<file path="src/rtl/r5fp_int_mul_sq.sv">
// r5fp_int_mul_sq
//   Iterative radix-4 unsigned multiplier/squarer. Returns the full 2W-bit
//   product A*B (or A*A in square mode). Each cycle retires two multiplier
//   bits. It uses the same strobe/ready/done handshake as the div/sqrt unit.
//
// Ports
//   clk        clock, rising edge
//   reset      synchronous, active-high
//   A_i        multiplicand, captured when strobe_i=1
//   B_i        multiplier, captured when strobe_i=1 and is_sq_i=0
//   strobe_i   start request; restarts the unit even while it is busy
//   is_sq_i    1: A_i*A_i, 0: A_i*B_i (captured with strobe_i)
//   Prod_hi_o  product[2W-1:W], zero unless done_o
//   Prod_lo_o  product[W-1:0],  zero unless done_o
//   done_o     one-cycle pulse when the product is valid
//   ready_o    high when no operation is in flight
module r5fp_int_mul_sq #(
  parameter int unsigned W = 6
) (
  input  logic         clk,
  input  logic         reset,
  input  logic [W-1:0] A_i,
  input  logic [W-1:0] B_i,
  input  logic         strobe_i,
  input  logic         is_sq_i,
  output logic [W-1:0] Prod_hi_o,
  output logic [W-1:0] Prod_lo_o,
  output logic         done_o,
  output logic         ready_o
);

  localparam int unsigned CNT_W = $clog2(W / 2 + 1);
  localparam logic [CNT_W-1:0] LAST_CNT = CNT_W'(W / 2 - 1);

  typedef enum logic {
    ST_IDLE,
    ST_BUSY
  } state_t;

  state_t           state_q;
  logic [W-1:0]     a_q;
  logic [W-1:0]     m_q;
  logic [W+1:0]     acc_q;
  logic [CNT_W-1:0] cnt_q;
  logic             done_q;

  logic [W+1:0]     sum_d;
  logic [W+1:0]     acc_d;
  logic [W-1:0]     m_d;

  // The two low sum bits become finished product bits. They shift into the
  // top of M_r while the consumed multiplier bits leave at the bottom, so
  // after W/2 steps M_r holds the low product half.
  always_comb begin
    sum_d = acc_q + ({2'b00, a_q} * (W + 2)'(m_q[1:0]));
    acc_d = sum_d >> 2;
    m_d   = {sum_d[1:0], m_q[W-1:2]};
  end

  // Priority is reset, then strobe (start or abort-and-restart), then
  // iteration. The datapath registers are not reset because every output
  // that depends on them is gated by done_q.
  always_ff @(posedge clk) begin
    if (reset) begin
      state_q <= ST_IDLE;
      cnt_q   <= '0;
      done_q  <= 1'b0;
    end else if (strobe_i) begin
      a_q     <= A_i;
      m_q     <= is_sq_i ? A_i : B_i;
      acc_q   <= '0;
      cnt_q   <= '0;
      state_q <= ST_BUSY;
      done_q  <= 1'b0;
    end else if (state_q == ST_BUSY) begin
      acc_q <= acc_d;
      m_q   <= m_d;
      cnt_q <= cnt_q + 1'b1;
      if (cnt_q == LAST_CNT) begin
        done_q  <= 1'b1;
        state_q <= ST_IDLE;
      end else begin
        done_q <= 1'b0;
      end
    end else begin
      done_q <= 1'b0;
    end
  end

  assign done_o    = done_q;
  assign ready_o   = (state_q == ST_IDLE);
  assign Prod_hi_o = done_q ? acc_q[W-1:0] : '0;
  assign Prod_lo_o = done_q ? m_q : '0;

  a_width_ok : assert property (@(posedge clk) ((W % 2) == 0) && (W >= 4));

  // ACC_r stays below 2^W, so its top two bits are zero when the result is read.
  a_acc_top_zero : assert property (@(posedge clk) done_q |-> (acc_q[W+1:W] == 2'b00));

endmodule

</file>
<file path="config.mk">
export PLATFORM = sky130hd
export DESIGN_NAME = r5fp_int_mul_sq
export DESIGN_NICKNAME = d
export VERILOG_FILES = /design/src/rtl/r5fp_int_mul_sq.sv
export SDC_FILE = /design/constraint.sdc
export NUM_CORES = 1
export LEC_CHECK = 0
export CAP_MARGIN = 15
export CORE_ASPECT_RATIO = 1.1
export CORE_MARGIN = 2
export CORE_UTILIZATION = 25
export DETAILED_ROUTE_END_ITERATION = 8
export GPL_ROUTABILITY_DRIVEN = 0
export PLACE_DENSITY = 0.45
export SKIP_LAST_GASP = 1
export SLEW_MARGIN = 40
export SYNTH_ARGS = -nofsm -noshare
export SYNTH_HDL_FRONTEND = slang
export SYNTH_SLANG_ARGS = --single-unit
export TNS_END_PERCENT = 10
</file>
<file path="constraint.sdc">
create_clock -name clk -period 2.8 [get_ports clk]
set_input_delay 0.7 -clock clk [delete_from_list [all_inputs] [get_ports clk]]
set_output_delay 0.7 -clock clk [all_outputs]
set_load 0.03 [all_outputs]
</file>
==> run metrics <==
status complete, no violations; Worst Reg2Reg Path Length in Cells 7; number of vias after detailed routing 1005; Crit Reg-Reg Startpoint a_q[0]; die area 6120 µm²; dominant register cell in the synthesized netlist sky130_fd_sc_hd__edfxtp_1; maximum achievable frequency 395 MHz; insertion delay to the later sink of the worst-skew pair 0.26 ns; top post-synthesis cells by area sky130_fd_sc_hd__edfxtp_1 39%, sky130_fd_sc_hd__fa_1 8.7%, sky130_fd_sc_hd__and2_1 8.2%; average cell area after synthesis 10.4 µm²; shortest period the worst path allows 2.53 ns; actual transition at the worst max-transition pin 0.488 ns; Leak 0.727 nW; Slew Limit Fails 0; Post-synth EDFFs 18; Tot GR Track Use 0.102; share of total power consumed by net switching 0.282; routed wirelength normalized by instance count 11.7 µm; WP buf/inv 0; Max transition margin 0.674; I/O pin count 30; total negative slack for setup checks 0 ns; Worst VDD drop 0.236 mV; count of maximum capacitance violations 0; Remaining DRCs 0; crit end category flip-flop; data arrival time of the critical path 2.55 ns; Antenna Diode Count 0; number of global-route vias before repair 1011; power after layout 0.871 mW; kind of cell adding the most delay to the critical path adder cells; net switching component of the power 0.246 mW; violation count after the first detailed-route iteration 19; unrepaired setup endpoints after global routing false; gate count after technology mapping 133; Die Span Y 81.9 µm; share of layout cells above drive strength 1 0.0542; remaining antenna violation count 0; Worst Hold Depth 2; hold-critical path endpoint cnt_q[1]; most area-hungry cell type in the Yosys netlist sky130_fd_sc_hd__edfxtp_1; post-synthesis register bit count 22; Synth top cells by count 18 x sky130_fd_sc_hd__and2_1, 18 x sky130_fd_sc_hd__edfxtp_1, 14 x sky130_fd_sc_hd__nor2_1, 13 x sky130_fd_sc_hd__inv_1, 9 x sky130_fd_sc_hd__nand2_1; worst min-delay path category flip-flop to flip-flop; vias per inst 4.17; share of the core filled with cells in the final layout 0.342; number of setup buffers added after CTS 0; count of distinct cell types in the synthesized netlist 28; internal power 0.625 mW; area share of the largest cell type after synthesis 0.392; final worst-path cycle share 0.903; relative contribution of the clock network to total power 0.267; TritonCTS clock tree done; sequential share of the synthesized area 0.450; Syn-to-layout area delta 33.0%; effective utilization at floorplan 0.257; most frequent CP cell sky130_fd_sc_hd__fa_1; source of the worst hold timing path cnt_q[1]; number of buffers created by CTS 3; # rows 28; Power Dens Cells 475 nW/µm²; maximum fanout encountered on the critical timing path 3; Clock Tree Buf Depth 2; Std-Cell Core Area 5360 µm²; global-route wire length before repair 4.67 mm; grt ovf 0; Crit Path Class flip-flop to flip-flop; final-report setup violation count 0; detailed-route wire length 2.82 mm; Layout Nets 197; FFs w/ async S/R, synth 0; clock slew seen by the registers of the worst setup and hold paths 0.09 ns; number of H-tree branching levels 1; part of the total power dissipated in sequential elements 0.464; Data required, critical path 2.82 ns; critical path's largest stage delay 0.45 ns; warnings from Yosys 0; Clock Skew 0.00555 ns; horizontal extent of the die 74.8 µm; CP max-delay cell sky130_fd_sc_hd__fa_1; Resized Gates After CTS 0; total of hold buffers inserted after clock tree synthesis 0; startpoint class of the critical path flip-flop; Final Hold Fails 0; synthesized area 1380 µm²; Detail Placement HPWL 2.25 mm; pin count of the biggest net entering global routing 14; first-pass detailed-route iteration total 4; clk root buf sky130_fd_sc_hd__clkbuf_8; Num Clock Sinks 22; worst path cell trace and2_1 -> fa_1 -> ha_1 -> fa_1 -> a21oi_1 -> o21ai_0 -> o31a_1; slack of the worst reg-to-reg path 0.27 ns; cell area after placement 1780 µm²; syn nets 163; combinational group share of total power 0.269; number of buffers added on ports 29; Reg-to-Reg End acc_q[5]; initial antenna violation count 0; post-route design area 1830 µm²
[routing by layer]
layer / vias up / track usage / wire length [µm]
met5: - / 0 / 0
met4: 0 / 0.0214 / 14
met3: 2 / 0.0258 / 108
met2: 20 / 0.171 / 1360
met1: 465 / 0.132 / 1340
li1: 518 / - / -
[worst min-delay path, stage by stage (launching register included)]
cell                        delay, ns
sky130_fd_sc_hd__dfxtp_1         0.32
sky130_fd_sc_hd__nor2_1          0.08
sky130_fd_sc_hd__a2111oi_0       0.06
[cells in the final DEF (no fill, tap or decap), types with 2 or more instances in the layout]
cell / count
sky130_fd_sc_hd__clkdlybuf4s50_1: 29
sky130_fd_sc_hd__and2_1: 18
sky130_fd_sc_hd__edfxtp_1: 18
sky130_fd_sc_hd__nor2_1: 14
sky130_fd_sc_hd__inv_1: 13
sky130_fd_sc_hd__nand2_1: 9
sky130_fd_sc_hd__ha_1: 8
sky130_fd_sc_hd__a21oi_1: 7
sky130_fd_sc_hd__mux2i_1: 6
sky130_fd_sc_hd__fa_1: 6
sky130_fd_sc_hd__nor3_1: 5
sky130_fd_sc_hd__buf_4: 5
sky130_fd_sc_hd__clkbuf_8: 4
sky130_fd_sc_hd__dfxtp_1: 4
sky130_fd_sc_hd__nor2b_1: 3
sky130_fd_sc_hd__o21ai_0: 2
sky130_fd_sc_hd__a211oi_1: 2
sky130_fd_sc_hd__xnor2_1: 2
[area by class of cell]
cell class              instances  area, µm²
repair buffers                 34        328
inverters                      13       48.8
clock buffers                   4       55.1
well taps                      75       93.8
fillers                       565       3530
flip-flops and latches         22        621
multi-input cells              93        686
[power groups by stage]
| stage | logic [mW] | registers [mW] | clock network (mW) |
|---|---|---|---|
| 3_5_place_dp | 0.236 | 0.412 | 0 |
| 2_1_floorplan | 0.163 | 0.409 | 0 |
| 4_1_cts | 0.238 | 0.405 | 0.245 |
| 6_report | 0.234 | 0.404 | 0.233 |
| 5_1_grt | 0.268 | 0.408 | 0.256 |
| 3_3_place_gp | 0.235 | 0.412 | 0 |
[metrics by stage]
step / instances / worst slack (ns) / hold WS [ns]
after CTS: 241 / 0.260 / 0.501
after detailed placement: 237 / 0.286 / 0.481
after global placement: 237 / 0.322 / 0.473
final: 241 / 0.271 / 0.503
after global routing: 241 / 0.186 / 0.552
after floorplan: 133 / 0.344 / 0.460
[kinds of logic after synthesis]
family | share of synthesized area
flip-flops | 0.451
XOR/XNOR | 0.0127
multiplexers | 0.0436
AO/OA/AOI/OAI | 0.0772
adder cells (fa/ha/maj) | 0.160
buffers and inverters | 0.0518
AND/OR/NAND/NOR | 0.204
[registers in the layout, summed over array words and instances, names as in the netlist]
register / cells
acc_q: 6
m_q: 6
state_q: 1
done_o: 1
a_q: 6
cnt_q: 2
[worst max path at each step]
stage            from        to  slack, ns  depth (start not counted)
5_1_grt        a_q[0]  acc_q[5]       0.19                          7
2_1_floorplan  m_q[1]  acc_q[5]       0.34                          7
3_3_place_gp   a_q[0]  acc_q[5]       0.32                          7
4_1_cts        a_q[0]  acc_q[5]       0.26                          7
3_5_place_dp   a_q[0]  acc_q[5]       0.29                          7
6_report       a_q[0]  acc_q[5]       0.27                          7
Power figures use the tool's default switching activity.
